==> config.mk <==
export PLATFORM = sky130hd
export DESIGN_NAME = envelope_follower
export DESIGN_NICKNAME = d
export VERILOG_FILES = /design/src/rtl/envelope_follower_pkg.sv /design/src/rtl/envelope_follower_gate_fsm.sv /design/src/rtl/envelope_follower.sv
export SDC_FILE = /design/constraint.sdc
export NUM_CORES = 1
export LEC_CHECK = 0
export ABC_AREA = 1
export CAP_MARGIN = 20
export CORE_MARGIN = 4
export CORE_UTILIZATION = 35
export DETAILED_ROUTE_END_ITERATION = 16
export PLACE_DENSITY_LB_ADDON = 0.08
export SETUP_SLACK_MARGIN = 0.2
export SYNTH_ARGS = -nofsm -noshare
export SYNTH_HDL_FRONTEND = slang
export SYNTH_SLANG_ARGS = --single-unit
==> constraint.sdc <==
create_clock -name clk -period 4.6 [get_ports clk]
set_input_delay 0.92 -clock clk [delete_from_list [all_inputs] [get_ports clk]]
set_output_delay 0.92 -clock clk [all_outputs]
set_load 0.005 [all_outputs]
==> src/rtl/envelope_follower_pkg.sv <==
// envelope_follower_pkg
//   Shared types and helpers for the envelope follower:
//     gate_state_t  - gate FSM state encoding (CLOSED, OPEN, HOLD)
//     sat_abs()     - saturating absolute value of a w-bit two's-complement
//                     sample (passed sign-extended to 32 bits)
//     DEFAULT_*     - default gate thresholds and hold length
package envelope_follower_pkg;

    typedef enum logic [1:0] {
        CLOSED = 2'd0,
        OPEN   = 2'd1,
        HOLD   = 2'd2
    } gate_state_t;

    localparam logic [15:0] DEFAULT_THRESH_ON    = 16'h1000;
    localparam logic [15:0] DEFAULT_THRESH_OFF   = 16'h0800;
    localparam int          DEFAULT_HOLD_SAMPLES = 64;

    // |x| for a w-bit signed value held sign-extended in x.
    // The most negative value -2^(w-1) saturates to 2^(w-1)-1, so the
    // result always fits in w-1 magnitude bits.
    function automatic logic [31:0] sat_abs(input logic [31:0] x, input int unsigned w);
        logic [31:0] mag;
        logic [31:0] lim;
        lim = (32'd1 << (w - 32'd1)) - 32'd1;
        if (x[31]) begin
            mag = ~x + 32'd1;
        end else begin
            mag = x;
        end
        if (mag > lim) begin
            mag = lim;
        end else begin
            mag = mag;
        end
        return mag;
    endfunction

endpackage

==> src/rtl/envelope_follower_gate_fsm.sv <==
// env_gate_fsm
//   Hysteretic gate derived from the smoothed envelope. The state only moves
//   on env_valid cycles; gate_out and trigger_out are registered, so they
//   change the cycle after the env_valid that caused the transition.
// Ports:
//   clk, reset   - clock, synchronous active-high reset
//   env_in       - registered envelope value (unsigned, W bits)
//   env_valid    - qualifies env_in for one cycle
//   gate_out     - high while OPEN or HOLD
//   trigger_out  - one-cycle pulse on each CLOSED -> OPEN transition
module env_gate_fsm
    import envelope_follower_pkg::*;
#(
    parameter int             W            = 16,
    parameter logic [W-1:0]   THRESH_ON    = DEFAULT_THRESH_ON,
    parameter logic [W-1:0]   THRESH_OFF   = DEFAULT_THRESH_OFF,
    parameter int             HOLD_SAMPLES = DEFAULT_HOLD_SAMPLES
) (
    input  logic         clk,
    input  logic         reset,
    input  logic [W-1:0] env_in,
    input  logic         env_valid,
    output logic         gate_out,
    output logic         trigger_out
);

    // HOLD_SAMPLES of 0 behaves like 1: the counter is loaded with 0 and
    // HOLD ends on the very next env_valid.
    localparam int HOLD_LOAD = (HOLD_SAMPLES > 0) ? (HOLD_SAMPLES - 1) : 0;
    localparam int HOLD_W    = (HOLD_SAMPLES > 2) ? $clog2(HOLD_SAMPLES) : 1;
    localparam logic [HOLD_W-1:0] HOLD_LOAD_V = HOLD_LOAD[HOLD_W-1:0];
    localparam logic [HOLD_W-1:0] CNT_ONE     = HOLD_W'(1);

    gate_state_t       state_q, state_d;
    logic [HOLD_W-1:0] cnt_q, cnt_d;
    logic              gate_q, gate_d;
    logic              trig_q, trig_d;

    // Next-state, hold counter and registered output values.
    always_comb begin
        state_d = state_q;
        cnt_d   = cnt_q;
        trig_d  = 1'b0;
        if (env_valid) begin
            case (state_q)
                CLOSED: begin
                    if (env_in >= THRESH_ON) begin
                        state_d = OPEN;
                        trig_d  = 1'b1;
                    end else begin
                        state_d = CLOSED;
                    end
                end
                OPEN: begin
                    if (env_in < THRESH_OFF) begin
                        state_d = HOLD;
                        cnt_d   = HOLD_LOAD_V;
                    end else begin
                        state_d = OPEN;
                    end
                end
                HOLD: begin
                    // A re-crossing of THRESH_ON during hold reopens silently.
                    if (env_in >= THRESH_ON) begin
                        state_d = OPEN;
                    end else if (cnt_q == {HOLD_W{1'b0}}) begin
                        state_d = CLOSED;
                    end else begin
                        cnt_d = cnt_q - CNT_ONE;
                    end
                end
                default: begin
                    state_d = CLOSED;
                    cnt_d   = {HOLD_W{1'b0}};
                end
            endcase
        end else begin
            state_d = state_q;
        end
        gate_d = (state_d != CLOSED);
    end

    // State, counter and output registers.
    always_ff @(posedge clk) begin
        if (reset) begin
            state_q <= CLOSED;
            cnt_q   <= {HOLD_W{1'b0}};
            gate_q  <= 1'b0;
            trig_q  <= 1'b0;
        end else begin
            state_q <= state_d;
            cnt_q   <= cnt_d;
            gate_q  <= gate_d;
            trig_q  <= trig_d;
        end
    end

    assign gate_out    = gate_q;
    assign trigger_out = trig_q;

endmodule

==> src/rtl/envelope_follower.sv <==
// envelope_follower
//   Audio-rate envelope detector: rectifies a signed sample stream, smooths
//   it with separate attack/release shifts and drives a hysteretic gate.
//   Pipeline: sample_valid -> rect (1 cycle) -> env (1 cycle) -> gate (1 cycle).
// Ports:
//   clk, reset    - clock, synchronous active-high reset
//   sample_valid  - one-cycle strobe qualifying sample_in (back-to-back ok)
//   sample_in     - signed W-bit sample
//   env_out       - unsigned envelope, 0 .. 2^(W-1)-1
//   env_valid     - one-cycle pulse when env_out takes a new value
//   gate_out      - gate open (OPEN or HOLD)
//   trigger_out   - one-cycle pulse on gate opening
//   peak_clear / peak_out - only with ENVELOPE_FOLLOWER_PEAK_EN defined:
//                   running maximum of env_out, restartable by peak_clear
module envelope_follower
    import envelope_follower_pkg::*;
#(
    parameter int           W             = 16,
    parameter int           ATTACK_SHIFT  = 2,
    parameter int           RELEASE_SHIFT = 8,
    parameter logic [W-1:0] THRESH_ON     = DEFAULT_THRESH_ON,
    parameter logic [W-1:0] THRESH_OFF    = DEFAULT_THRESH_OFF,
    parameter int           HOLD_SAMPLES  = DEFAULT_HOLD_SAMPLES
) (
    input  logic         clk,
    input  logic         reset,
    input  logic         sample_valid,
    input  logic [W-1:0] sample_in,
`ifdef ENVELOPE_FOLLOWER_PEAK_EN
    input  logic         peak_clear,
    output logic [W-1:0] peak_out,
`endif
    output logic [W-1:0] env_out,
    output logic         env_valid,
    output logic         gate_out,
    output logic         trigger_out
);

    localparam logic [W-1:0] ONE = W'(1);

    logic [W-1:0] rect_q, rect_d;
    logic         rect_vld_q, rect_vld_d;
    logic [W-1:0] env_q, env_d;
    logic         env_vld_q, env_vld_d;
    logic [W-1:0] diff_s;
    logic [W-1:0] up_step_s;
    logic [W-1:0] dn_step_s;

    // Stage 1: saturating rectifier.
    always_comb begin
        rect_vld_d = sample_valid;
        if (sample_valid) begin
            rect_d = W'(sat_abs(32'(signed'(sample_in)), W));
        end else begin
            rect_d = rect_q;
        end
    end

    // Stage 2: one-pole smoothing with a minimum step of 1 so env always
    // converges onto rect. The step never exceeds diff, so env stays
    // between its old value and rect and cannot wrap.
    always_comb begin
        env_vld_d = rect_vld_q;
        if (rect_q > env_q) begin
            diff_s = rect_q - env_q;
        end else begin
            diff_s = env_q - rect_q;
        end
        up_step_s = diff_s >> ATTACK_SHIFT;
        if (up_step_s == {W{1'b0}}) begin
            up_step_s = ONE;
        end else begin
            up_step_s = up_step_s;
        end
        dn_step_s = diff_s >> RELEASE_SHIFT;
        if (dn_step_s == {W{1'b0}}) begin
            dn_step_s = ONE;
        end else begin
            dn_step_s = dn_step_s;
        end
        env_d = env_q;
        if (rect_vld_q) begin
            if (rect_q > env_q) begin
                env_d = env_q + up_step_s;
            end else if (rect_q < env_q) begin
                env_d = env_q - dn_step_s;
            end else begin
                env_d = env_q;
            end
        end else begin
            env_d = env_q;
        end
    end

    // Pipeline registers for rectifier and envelope.
    always_ff @(posedge clk) begin
        if (reset) begin
            rect_q     <= {W{1'b0}};
            rect_vld_q <= 1'b0;
            env_q      <= {W{1'b0}};
            env_vld_q  <= 1'b0;
        end else begin
            rect_q     <= rect_d;
            rect_vld_q <= rect_vld_d;
            env_q      <= env_d;
            env_vld_q  <= env_vld_d;
        end
    end

    assign env_out   = env_q;
    assign env_valid = env_vld_q;

    env_gate_fsm #(
        .W            (W),
        .THRESH_ON    (THRESH_ON),
        .THRESH_OFF   (THRESH_OFF),
        .HOLD_SAMPLES (HOLD_SAMPLES)
    ) u_gate (
        .clk         (clk),
        .reset       (reset),
        .env_in      (env_q),
        .env_valid   (env_vld_q),
        .gate_out    (gate_out),
        .trigger_out (trigger_out)
    );

`ifdef ENVELOPE_FOLLOWER_PEAK_EN
    logic [W-1:0] peak_q, peak_d;

    // Peak tracker: a clear without a fresh envelope restarts from 0,
    // a clear coinciding with env_valid restarts from that envelope.
    always_comb begin
        peak_d = peak_q;
        if (env_vld_q) begin
            if (peak_clear) begin
                peak_d = env_q;
            end else if (env_q > peak_q) begin
                peak_d = env_q;
            end else begin
                peak_d = peak_q;
            end
        end else if (peak_clear) begin
            peak_d = {W{1'b0}};
        end else begin
            peak_d = peak_q;
        end
    end

    // Peak register.
    always_ff @(posedge clk) begin
        if (reset) begin
            peak_q <= {W{1'b0}};
        end else begin
            peak_q <= peak_d;
        end
    end

    assign peak_out = peak_q;
`endif

endmodule

== Yosys cells after proc, flatten, opt, wreduce, memory -nomap -nowiden ==
Cells that the tools add are included.

* Flip-flop bits (word level): 44
* Bits in latches: 0
* Memory bits (writable): 0
* Memory bits (read-only): 0
* Output and inout bits: 19
* Word-level logic and storage cells: 55
* Memories kept: 0

* $add $sub $neg: 6
* $mul: 0
* Div/mod/pow operators: 0
* Order comparisons: 5
* Eq/ne operators: 5
* Shift operators: 0
* Multiplexer cells: 19
* Bitwise logic cells: 3
* Reductions and logical operators: 9

{| class="wikitable"
|+ Operators by type and width
! kind !! count
|-
| 16-bit 2-to-1 mux || 4
|-
| 32-bit 2-to-1 mux || 2
|-
| 16-bit subtractor || 3
|-
| 32-bit by 1-bit adder with 32-bit output, second input constant || 1
|-
| 32-bit by 15-bit greater-than comparator with 1-bit output, second input constant || 1
|-
| 16-bit zero test || 2
|-
| 32-bit NOT || 1
|-
| 6-bit 2-to-1 mux || 3
|-
| 6-bit case mux with 3 select lines || 1
|-
| 16-bit adder || 1
|-
| 16-bit by 13-bit greater-or-equal comparator with 1-bit output, second input constant || 1
|-
| 16-bit greater-than comparator || 1
|-
| 16-bit by 12-bit < comparator with 1-bit output, second input constant || 1
|-
| 16-bit < comparator || 1
|-
| 14-bit 2-to-1 mux || 1
|-
| 2-bit 2-to-1 mux || 4
|-
| 8-bit 2-to-1 mux || 1
|-
| 6-bit zero test || 1
|-
| 2-bit case mux with 3 select lines || 1
|-
| 6-bit by 1-bit subtractor with 6-bit output, second input constant || 1
|-
| 5-bit AND reduction || 1
|-
| 2-bit inequality test, second input constant || 2
|-
| 2-bit nonzero test || 2
|-
| 3-bit OR reduction || 1
|-
| other kinds (7) || 9
|}

== Depth between registers and ports, before layout ==
* Depth in word-level cells: 7
* Gate-level depth with buffers: 36
* Mapped depth without buffers: 35

== By module ==
Synthesis repeated with hierarchy kept, for this count alone.

* Cells, all modules: 914
* Area, all modules: 5544.1 sq um

{| class="wikitable"
|+ By module, submodules not included
! module !! instances !! cells each !! area an instance (sq um)
|-
| envelope_follower || 1 || 810 || 4878.4
|-
| env_gate_fsm || 1 || 104 || 665.6
|}

== Worst setup path before layout ==
Ideal clock, no wire load.

* Kind: reg2reg
* Start point: register env_q[12] (netlist: env_out[12])
* End point: register env_q[13] (netlist: env_out[13])
* Setup time: 0.128 ns
* Arrival time: 4.459 ns
* Setup slack: 0.013 ns
* Stages on the path, launching flop included: 33
* Period minus slack after synthesis: 4.587 ns
* Path through: dfxtp_1 > inv_1 > ha_1 > buf_2 > nand2_2 > nor3_4 > nand2_2 > clkinv_2 > nand4_4 > nand2_4 > buf_12 > nand2_2 > nand2_2 > nor2_4 > nand2_1 > nor2_4 > a21oi_2 > ha_1 > nand2_2 > nor2_2 > nand2_1 > nand2_1 > nand2_1 > o21a_1 > ha_1 > nand4_1 > o21ai_0 > a31oi_1 > o21ai_0 > nand3_1 > nand2_1 > xor2_1 > a21oi_1

* Longest elaborated chain between the ends: 7

{| class="wikitable"
|+ Ends and longest elaborated chain
! element !! line !! RTL
|-
| start, declared || envelope_follower.sv:43 || <nowiki>logic [W-1:0] env_q, env_d;</nowiki>
|-
| start signal, assigned || envelope_follower.sv:100 || <nowiki>env_q <= {W{1'b0}};</nowiki>
|-
| start signal, assigned || envelope_follower.sv:105 || <nowiki>env_q <= env_d;</nowiki>
|-
| 16-bit subtractor (tied with other cells) || envelope_follower.sv:67 || <nowiki>diff_s = env_q - rect_q;</nowiki>
|-
| 16-bit 2-to-1 mux || envelope_follower.sv:64 || <nowiki>if (rect_q > env_q) begin</nowiki>
|-
| 16-bit zero test || envelope_follower.sv:76 || <nowiki>if (dn_step_s == {W{1'b0}}) begin</nowiki>
|-
| 8-bit 2-to-1 mux || envelope_follower.sv:76 ||
|-
| 16-bit subtractor || envelope_follower.sv:86 || <nowiki>env_d = env_q - dn_step_s;</nowiki>
|-
| 16-bit 2-to-1 mux || envelope_follower.sv:85 || <nowiki>end else if (rect_q < env_q) begin</nowiki>
|-
| 16-bit 2-to-1 mux || envelope_follower.sv:83 || <nowiki>if (rect_q > env_q) begin</nowiki>
|}

Parallel ways exist; a longest one is shown, timed or not. The select of a mux whose other input is x is not followed.
A chain may end at the register's enable or synchronous reset.

== Worst setup path after layout ==
Same ends and word-level chain as after synthesis.

==> reports/results.ini <==
[clock_network]
cts.clk_slew.worst_paths_ps = 70
cts_max_path_buffers = 2
clk_latency_ps = 300
cts_made_buffers = 5
h-tree-depth = 2
cts.sink_count = 44
root_buffer = clkbuf_16
cts_tree = yes

[global_routing]
antenna_found_initial = 0
grt_max_degree = 25
grt.busiest_layer = met2
grt_use_total_pct = 20.5
overflow = 0
grt_use_met1_pct = 26.3
grt_pass1_wl_um = 29300
met3_usage_pct = 1.55
grt_use_met2_pct = 37.3
grt_pass1_vias = 5871

[route]
drt_pre_antenna_iters = 4
avgRoutedWirePerCell_um = 14.6
via_count = 5918
drt-total-wl_um = 18400
drc_errors = 0
drtAntennaViolNets = 0
drt_iter0_drc = 238
viasPerCell = 4.70

[logic_synthesis]
synth_seq_cells = 44
synth_edf_count = 0
synth_fp_nets = 965
async_flop_share_pct = 0
yosysWarnings = 0
synthTopCellsByArea = nand2_1 17%, dfxtp_1 16%, ha_1 12%
synth_area_per_cell_sq_um = 6.17
synth_cells = 891
yosys.area.top_type = nand2_1
synthFlopType = dfxtp_1
synth_top_area_share_pct = 16.9
synth_seq_area_share_pct = 16.0
synth_area_sq_mm = 0.00549
synth_cell_types = 50

[critical_path]
cpMostUsedCell = nand2_2
crit_required_ps = 4760
arrival_ps = 4600
start_kind = flop
critical_path_peak_fanout = 7
worstSetupEndpointType = flop
critPathKind = reg2reg
cpPeakStageDelay_ps = 330
cp_slowest_cell = dfxtp_2

[finish]
finalNetCount = 1122
diodes = 0
final_util_pct = 50.7
syn2layout_area_growth_pct = 41.3
drive_above_1_share_pct = 29.2
fillerInstances = 1617

[timing]
setup_viol = 0
slew_violations = 0
finalCritPeriodShare_pct = 96.4
max_clock_freq_mhz = 226
tightestPinTransition_ps = 819
setup_tns_ps = 0
rsz0062_at_grt = true
slew_headroom_pct = 44.9
hold_viol = 0
fin_skew_ps = 8.20
min_period_ps = 4430

[status]
status = complete, no violations

[floorplanning]
die_h_um = 133
boundaryPins = 38
core_sq_mm = 0.0153
die_area_sq_mm = 0.0178
die_w_um = 133
rows = 45
initial_core_util_pct = 35.9

[placement]
dpl.hpwl_um = 15600
port_buffers = 37
gp_congestion = 0.951

[power_and_ir_drop]
p_per_area_mw_per_mm2 = 661
power.leakage_nw = 3.80
vdd_ir_drop_max_uv = 246

[worst_hold_path]
hp-class = reg2reg

[job]
max_cap_violations = 0

flip-flops by register name, summed over array words and instances, names as in the netlist:
signal / count
u_gate.gate_out: 1
env_valid: 1
u_gate.state_q: 2
rect_q: 16
env_vld_d: 1
u_gate.trigger_out: 1
u_gate.cnt_q: 6
env_out: 16
final cells by class:
cell class	count	area [sq um]	area share (%)
well taps	211	264	3.40
clock inverters	3	25.0	0.322
clock buffers	5	125	1.61
flip-flops and latches	44	902	11.6
inverters	156	591	7.61
repair buffers	170	1430	18.5
multi-input cells	671	4420	57.0
Yosys cell counts (4+ instances only):
master,number
a21oi_1,60
a221oi_1,9
a31oi_1,7
buf_4,4
clkbuf_1,9
dfxtp_1,44
ha_1,54
inv_1,150
inv_2,5
nand2_1,248
nand2_2,21
nand2_4,13
nand3_1,55
nand3b_1,4
nand4_1,15
nor2_1,53
nor2_2,4
nor2_4,8
nor3_1,5
o21a_1,4
o21ai_0,44
xnor2_1,12
xor2_1,24
power by group:
part | internal [mW] | switching (mW)
registers | 0.427 | 0.0316
clock network | 0.206 | 0.171
logic | 1.95 | 2.35
total | 2.58 | 2.55
stage by stage:
step           power (mW)  cell area (sq um)  hold WS [ps]  setup WS (ps)  cells
2_1_floorplan        2.70               5530           403            236    891
3_3_place_gp         4.19               6930           443           -224   1236
3_5_place_dp         4.16               6930           451           -185   1236
4_1_cts              4.84               7540           462            203   1253
5_1_grt              5.56               7760           481           -114   1260
6_report             5.13               7760           456            167   1260
kinds of logic (layout without fill, tap and decap cells):
family,Yosys count,after routing,synth area share [%]
adders and majority gates,55,55,12.7
xor gates and xnor gates,36,36,5.74
DFF,44,44,16.0
and+or+nand+nor,437,437,37.8
AOI/OAI and AO/OA,143,143,14.9
buffers and inverters,176,334,12.9
cells in the final DEF, fill, tap and decap left out, types with 5 or more instances in the layout:
cell and n:
nand3_2 11, xnor2_1 11, a31oi_1 5, nand3_1 46, a21oi_2 6, inv_2 12
a21oi_1 54, nand2_1 225, xor2_1 24, nor2_4 13, nor2_1 44, dfxtp_1 27
ha_4 18, o21ai_1 5, clkdlybuf4s50_1 37, nand2_4 15, buf_4 125, a221oi_1 9
dfxtp_2 17, ha_1 34, buf_6 5, nor2_2 8, clkbuf_16 5, nand4_1 15
inv_1 143, o21ai_0 37, nand2_2 40
worst max-delay path: cells and delay by family, from the launching register on:
kind                       cells  cell delay, ps
buffers and inverters          5             560
DFF                            1             330
xor gates and xnor gates       2             310
adders and majority gates      3             770
and+or+nand+nor               12            1230
AOI/OAI and AO/OA              7            1080
final timing paths:
check | start | endpoint | slack (ps) | cells after the start
setup / recovery | env_out[12]$_SDFFE_PP0P_ | env_out[13]$_SDFFE_PP0P_ | 170 | 29
hold / removal | env_vld_d$_SDFF_PP0_ | env_valid$_SDFF_PP0_ | 460 | 2
setup reg to reg | env_out[12]$_SDFFE_PP0P_ | env_out[13]$_SDFFE_PP0P_ | 170 | 29
hold reg to reg | env_vld_d$_SDFF_PP0_ | env_valid$_SDFF_PP0_ | 460 | 2
layer usage:
layer | wire length, um | share of wire (%)
met1 | 8680 | 47
met2 | 9050 | 49
met3 | 367 | 2.0
met4 | 342 | 1.9
met5 | 0 | 0
what timing repair did:
| action | 4_1_cts | 5_1_grt |
|---|---|---|
| hold buffers | 0 | 0 |
| endpoints found under the setup margin | 11 | 12 |
| buffers inserted | 8 | 7 |
| gates cloned | 1 | 0 |
| gates resized for setup | 79 | 48 |
| pin swaps | 22 | 30 |
No activity file was read; power rests on OpenSTA's default activity.
